$ cat src/rtl/calc_pkg.sv
// calc_pkg: shared constants for the calculator datapath.
//   - Width constants DATA_W / ADDR_W / OP_W.
//   - ALU opcode encodings.
//   - Sequencer FSM state encodings.
// No ports; imported by calc_alu and calc_sequencer.
package calc_pkg;

    localparam int DATA_W = 4;
    localparam int ADDR_W = 2;
    localparam int OP_W   = 3;

    // ALU opcodes
    localparam logic [OP_W-1:0] OP_ADD = 3'b000;
    localparam logic [OP_W-1:0] OP_SUB = 3'b001;
    localparam logic [OP_W-1:0] OP_AND = 3'b010;
    localparam logic [OP_W-1:0] OP_OR  = 3'b011;
    localparam logic [OP_W-1:0] OP_XOR = 3'b100;
    localparam logic [OP_W-1:0] OP_NOT = 3'b101;
    localparam logic [OP_W-1:0] OP_SHL = 3'b110;
    localparam logic [OP_W-1:0] OP_SHR = 3'b111;

    // Sequencer FSM states
    localparam logic [2:0] ST_IDLE   = 3'd0;
    localparam logic [2:0] ST_READ_A = 3'd1;
    localparam logic [2:0] ST_READ_B = 3'd2;
    localparam logic [2:0] ST_EXEC   = 3'd3;
    localparam logic [2:0] ST_WRITE  = 3'd4;

endpackage

$ cat src/rtl/calc_alu.sv
// calc_alu: combinational 4-bit ALU.
// Ports:
//   op [2:0] in  - opcode (calc_pkg OP_*)
//   a  [3:0] in  - operand A
//   b  [3:0] in  - operand B
//   y  [3:0] out - result, modulo 16
//   c        out - carry for ADD, borrow for SUB, shifted-out bit for
//                  SHL/SHR, 0 for the logic ops
module calc_alu
    import calc_pkg::*;
(
    input  logic [OP_W-1:0]   op,
    input  logic [DATA_W-1:0] a,
    input  logic [DATA_W-1:0] b,
    output logic [DATA_W-1:0] y,
    output logic              c
);

    // One extra bit so the top bit is the carry out / borrow out.
    logic [DATA_W:0] sum;
    logic [DATA_W:0] diff;

    assign sum  = {1'b0, a} + {1'b0, b};
    assign diff = {1'b0, a} - {1'b0, b};

    always_comb begin
        y = '0;
        c = 1'b0;
        case (op)
            OP_ADD: begin
                y = sum[DATA_W-1:0];
                c = sum[DATA_W];
            end
            OP_SUB: begin
                y = diff[DATA_W-1:0];
                c = diff[DATA_W];
            end
            OP_AND: y = a & b;
            OP_OR:  y = a | b;
            OP_XOR: y = a ^ b;
            OP_NOT: y = ~a;
            OP_SHL: begin
                y = {a[DATA_W-2:0], 1'b0};
                c = a[DATA_W-1];
            end
            OP_SHR: begin
                y = {1'b0, a[DATA_W-1:1]};
                c = a[0];
            end
            default: begin
                y = '0;
                c = 1'b0;
            end
        endcase
    end

endmodule

$ cat src/rtl/calc_sequencer.sv
// calc_sequencer: fetches two operands from the 4x4 register file through
// its single read port, runs one ALU op and writes the result back.
// Ports:
//   clk, rst             - clock, synchronous active-high reset
//   req_valid/req_ready  - command handshake
//   req_op/src_a/src_b/dst - command fields, latched at the handshake
//   rd_addr / rd_data    - register file read port (combinational read)
//   we_addr / we_data    - register file write port (commits every edge)
//   done                 - one-cycle pulse after write-back
//   result               - last result, held until the next done
//   flag_z / flag_c      - zero and carry flags, only with CALC_FLAGS_EN
// Optional feature macro: CALC_FLAGS_EN.
module calc_sequencer
    import calc_pkg::*;
(
    input  logic              clk,
    input  logic              rst,
    input  logic              req_valid,
    output logic              req_ready,
    input  logic [OP_W-1:0]   req_op,
    input  logic [ADDR_W-1:0] req_src_a,
    input  logic [ADDR_W-1:0] req_src_b,
    input  logic [ADDR_W-1:0] req_dst,
    output logic [ADDR_W-1:0] rd_addr,
    input  logic [DATA_W-1:0] rd_data,
    output logic [ADDR_W-1:0] we_addr,
    output logic [DATA_W-1:0] we_data,
    output logic              done,
    output logic [DATA_W-1:0] result
`ifdef CALC_FLAGS_EN
    ,
    output logic              flag_z,
    output logic              flag_c
`endif
);

    logic [2:0]        state_reg, state_next;
    logic [OP_W-1:0]   op_reg;
    logic [ADDR_W-1:0] src_a_reg, src_b_reg, dst_reg;
    logic [ADDR_W-1:0] sweep_reg;
    logic [DATA_W-1:0] op_a_reg, op_b_reg, result_reg;
    logic [DATA_W-1:0] alu_y;
    logic              alu_c;

    assign req_ready = (state_reg == ST_IDLE) && !rst;

    calc_alu u_alu (
        .op (op_reg),
        .a  (op_a_reg),
        .b  (op_b_reg),
        .y  (alu_y),
        .c  (alu_c)
    );

    always_comb begin
        state_next = state_reg;
        case (state_reg)
            ST_IDLE:   if (req_valid) state_next = ST_READ_A;
            ST_READ_A: state_next = ST_READ_B;
            ST_READ_B: state_next = ST_EXEC;
            ST_EXEC:   state_next = ST_WRITE;
            ST_WRITE:  state_next = ST_IDLE;
            default:   state_next = ST_IDLE;
        endcase
    end

    // Outside the read cycles the read port walks through the file so the
    // refresh path below keeps rewriting every register with its own value.
    always_comb begin
        case (state_reg)
            ST_READ_A: rd_addr = src_a_reg;
            ST_READ_B: rd_addr = src_b_reg;
            default:   rd_addr = sweep_reg;
        endcase
    end

    // The file writes on every edge, so except for the write-back cycle the
    // port is fed the value just read, leaving the contents unchanged. rst
    // forces the refresh path so an aborted WRITE never commits.
    always_comb begin
        if ((state_reg == ST_WRITE) && !rst) begin
            we_addr = dst_reg;
            we_data = result_reg;
        end else begin
            we_addr = rd_addr;
            we_data = rd_data;
        end
    end

    always_ff @(posedge clk) begin
        if (rst) begin
            state_reg  <= ST_IDLE;
            op_reg     <= '0;
            src_a_reg  <= '0;
            src_b_reg  <= '0;
            dst_reg    <= '0;
            sweep_reg  <= '0;
            op_a_reg   <= '0;
            op_b_reg   <= '0;
            result_reg <= '0;
            done       <= 1'b0;
            result     <= '0;
        end else begin
            state_reg <= state_next;
            sweep_reg <= sweep_reg + 1'b1;
            done      <= 1'b0;
            if (req_valid && req_ready) begin
                op_reg    <= req_op;
                src_a_reg <= req_src_a;
                src_b_reg <= req_src_b;
                dst_reg   <= req_dst;
            end
            case (state_reg)
                ST_READ_A: op_a_reg   <= rd_data;
                ST_READ_B: op_b_reg   <= rd_data;
                ST_EXEC:   result_reg <= alu_y;
                ST_WRITE: begin
                    done   <= 1'b1;
                    result <= result_reg;
                end
                default: ;
            endcase
        end
    end

`ifdef CALC_FLAGS_EN
    logic carry_reg;

    always_ff @(posedge clk) begin
        if (rst) begin
            carry_reg <= 1'b0;
            flag_z    <= 1'b0;
            flag_c    <= 1'b0;
        end else begin
            if (state_reg == ST_EXEC) carry_reg <= alu_c;
            if (state_reg == ST_WRITE) begin
                flag_z <= (result_reg == '0);
                flag_c <= carry_reg;
            end
        end
    end
`else
    // Carry has no consumer without the flag registers.
    logic unused_carry;
    assign unused_carry = alu_c;
`endif

endmodule

$ cat config.mk
export PLATFORM = sky130hd
export DESIGN_NAME = calc_sequencer
export DESIGN_NICKNAME = d
export VERILOG_FILES = /design/src/rtl/calc_pkg.sv /design/src/rtl/calc_alu.sv /design/src/rtl/calc_sequencer.sv
export SDC_FILE = /design/constraint.sdc
export NUM_CORES = 1
export LEC_CHECK = 0
export CORE_MARGIN = 2
export CORE_UTILIZATION = 56
export DETAILED_ROUTE_END_ITERATION = 8
export GPL_ROUTABILITY_DRIVEN = 0
export HOLD_SLACK_MARGIN = 0.05
export PLACE_DENSITY = 0.91
export SLEW_MARGIN = 20
export SYNTH_ARGS = -nofsm -noshare
export SYNTH_HDL_FRONTEND = slang
export SYNTH_SLANG_ARGS = --single-unit
$ cat constraint.sdc
create_clock -name clk -period 4.5 [get_ports clk]
set_clock_uncertainty 0.05 [all_clocks]
set_input_delay 0.45 -clock clk [delete_from_list [all_inputs] [get_ports clk]]
set_output_delay 0.45 -clock clk [all_outputs]
set_load 0.01 [all_outputs]
==> summary.txt <==
Clock network
  • CTS Buf Count: 5
  • Clock sink count: 31
  • Hold_buf cts: 0
  • CTS tree: built
  • CTS Buffer Depth: 2
  • Clk slew on worst S/H paths: 0.09 ns
  • H-tree levels: 2
  • Resize count post-CTS: 0
  • Worst-Skew Late Latency: 0.35 ns
  • CTS root buffer: clkbuf_4
  • Post-CTS Setup Bufs: 0

Power and ir drop
  • Total power: 623.3 uW
  • Leak: 0.7948 nW
  • Reg power frac: 49.5%
  • Int Power: 430.1 uW
  • Pwr Density: 297.1 nW/um2
  • P_sw: 193.2 uW
  • Peak supply drop: 0.2014 mV
  • Clock network power share: 25.2%
  • Comb power frac: 25.3%
  • Sw Share: 31.00%

Synthesis
  • Synth Area in Compound Gates: 17.24%
  • Largest family of logic cells by synthesized area: simple AND/OR/NAND/NOR gates
  • Syn. warnings: 0
  • Simple-Gate Fraction of Synth Area: 23.03%
  • Post-synthesis register bit count: 31
  • Mapped cell area: 1749 um2
  • Avg Inst Size Synth: 7.987 um2
  • Sequential area share after synthesis: 35.48%
  • Post-Synth Adder-Cell Area: 9.728%
  • Multiplexer area fraction after synthesis: 4.721%
  • Post-synth cell types: 36
  • Syn Inst Count: 219
  • Xor and xnor area share after synthesis: 3.505%
  • Syn_nets: 248

Cells and area
  • Share of cells above drive strength 1: 6.939%
  • Post-route core utilization: 69.88%
  • Number of diodes: 0
  • Most frequent cells in the layout: dfxtp_1, nand2_1, a21oi_1, clkdlybuf4s50_1, nor2_1
  • Commonest non-fill, non-tap cell in the layout: dfxtp_1
  • Max reg flops: 8
  • Nets: 273
  • Area Growth Syn to Fin: 19.96%

Timing
  • Setup_tns: 0 ns
  • Final period utilization: 66.44%
  • Worst Tran Pin Value: 0.5662 ns
  • Final Hold Fails: 0
  • Final worst slack: 1.510 ns
  • Fmax: 334.5 MHz
  • Final setup vio count: 0
  • Post-layout minimum cycle time: 2.990 ns
  • Fin. max-slew vios: 0
  • Rel. slew slack: 62.20%
  • Hold_ws: 0.4063 ns
  • RSZ-0062 raised after global routing: no

GRT
  • Met3 Use GR: 8.225%
  • Total global routing track utilization: 23.62%
  • Gr ovfl total: 0
  • Most Used Layer, Global Route: met2
  • Largest net degree at the start of global routing: 35
  • Vias in the first global route: 1387
  • Met2 Use GR: 36.34%
  • Met1 GRT Util: 29.05%
  • Initial antenna violation count: 0
  • Global-route wire length before repair: 6120 um

Worst setup path
  • Worst Setup Path Type: input port to output port
  • Reg2Reg Capture Point: result_reg[2]
  • WP data arrival: 2.49 ns
  • Reg2reg start: op_reg[1]
  • Required time worst endpoint: 4.00 ns
  • R2R depth: 8
  • R2R setup slack: 1.98 ns
  • Setup crit end kind: output port
  • Critical Path Start Type: input port
  • Crit path max fanout: 34

Placement
  • Pre-CTS WS: 1.512 ns
  • Buffers on Ports: 29
  • Half-perimeter wire length after placement: 2609 um

Run
  • Number of max-cap violations: 0

Drt
  • Final ANT Viol Nets: 0
  • First-pass iteration count of the detailed router: 4
  • DR vias/cell: 5.558
  • Drt drc: 0
  • WL/cell: 13.01 um
  • Detailed-route via count: 1545
  • Routed WL: 3616 um
  • DR iter-0 viols: 62

Die
  • Starting Density: 58.25%
  • Io pins: 30
  • Die height: 59.89 um
  • Die Wd: 59.89 um
  • Core Box Area: 3003 um2
  • Cell row count: 20
  • Area of the die: 3587 um2

Outcome
  • Status: complete, no violations

Worst hold path
  • Hold path start: sweep_reg[0]
  • Worst Hold Class: flop to flop
  • Hold EP: sweep_reg[0]
  • Hold path depth: 1
==> worst max-delay path, stage by stage <==
cell and delay, ns:
clkdlybuf4s50_1 0.40, buf_4 0.23, or3_1 0.54, inv_1 0.19, nand2_1 0.08, nand2_1 0.07
clkdlybuf4s50_1 0.53
==> power by group through the flow <==
stage | combinational, mW | clock, mW | sequential [mW]
3_5_place_dp | 0.156 | 0 | 0.315
5_1_grt | 0.176 | 0.171 | 0.311
4_1_cts | 0.158 | 0.158 | 0.308
2_1_floorplan | 0.115 | 0 | 0.303
3_3_place_gp | 0.153 | 0 | 0.314
6_report | 0.158 | 0.157 | 0.309
==> cells by family (layout without fill, tap and decap cells) <==
kind of cell             after synthesis  in the layout
AO/OA/AOI/OAI                         50             50
XOR/XNOR                               7              7
adder cells (fa/ha/maj)               13             13
buffers and inverters                 27             53
flip-flops                            31             31
multiplexers                           6              6
AND/OR/NAND/NOR                       85             85
==> cell usage after synthesis (all sizes together) <==
cell type	n	area (um2)
a211oi	1	7.510
a21o	1	7.510
a21oi	29	145.1
a221o	3	30.03
a221oi	1	8.760
a311o	1	10.01
a32oi	1	8.760
buf	8	38.78
clkbuf	7	26.28
dfxtp	31	620.6
fa	1	20.02
ha	12	150.1
inv	12	45.04
mux2	2	30.03
mux2i	3	30.03
mux4	1	22.52
nand2	29	108.9
nand2b	7	51.30
nand3	9	45.04
nand3b	3	22.52
nor2	26	100.1
nor2b	1	6.260
nor3	1	5.000
nor3b	6	45.04
nor4	2	12.51
o21ai	8	40.04
o221ai	2	17.52
o22ai	1	6.260
o41a	1	11.26
o41ai	1	8.760
or3	1	6.260
xnor2	6	52.55
xor2	1	8.760
==> area by class of cell <==
class	instances	area [um2]
clock buffer	5	37.54
timing repair buffer	33	320.3
sequential	31	620.6
inverter	12	45.04
tap	33	41.29
fill	241	904.6
multi-input combinational	161	1018
clock inverter	3	15.01
==> metal layers <==
metal	part of all wire (%)	routed length (um)
met4	3.1	112
met2	47	1687
met5	0	0
met1	46	1648
met3	4.6	167
==> through the flow <==
stage,cell area [um2],instances
after floorplan,1749,219
after global placement,2046,270
after detailed placement,2046,270
after CTS,2098,278
after global routing,2098,278
final,2098,278
==> worst max path at each step <==
stage | cells after the start | from | to | slack (ns)
after detailed placement | 7 | rst | we_data[3] | 1.51
after global routing | 6 | state_reg[1] | we_addr[1] | 1.38
after CTS | 7 | rst | we_data[3] | 1.50
after floorplan | 9 | op_reg[0] | result_reg[2] | 2.14
final | 7 | rst | we_data[3] | 1.51
after global placement | 7 | rst | we_data[3] | 1.53
(Power assumes the default switching activity.)
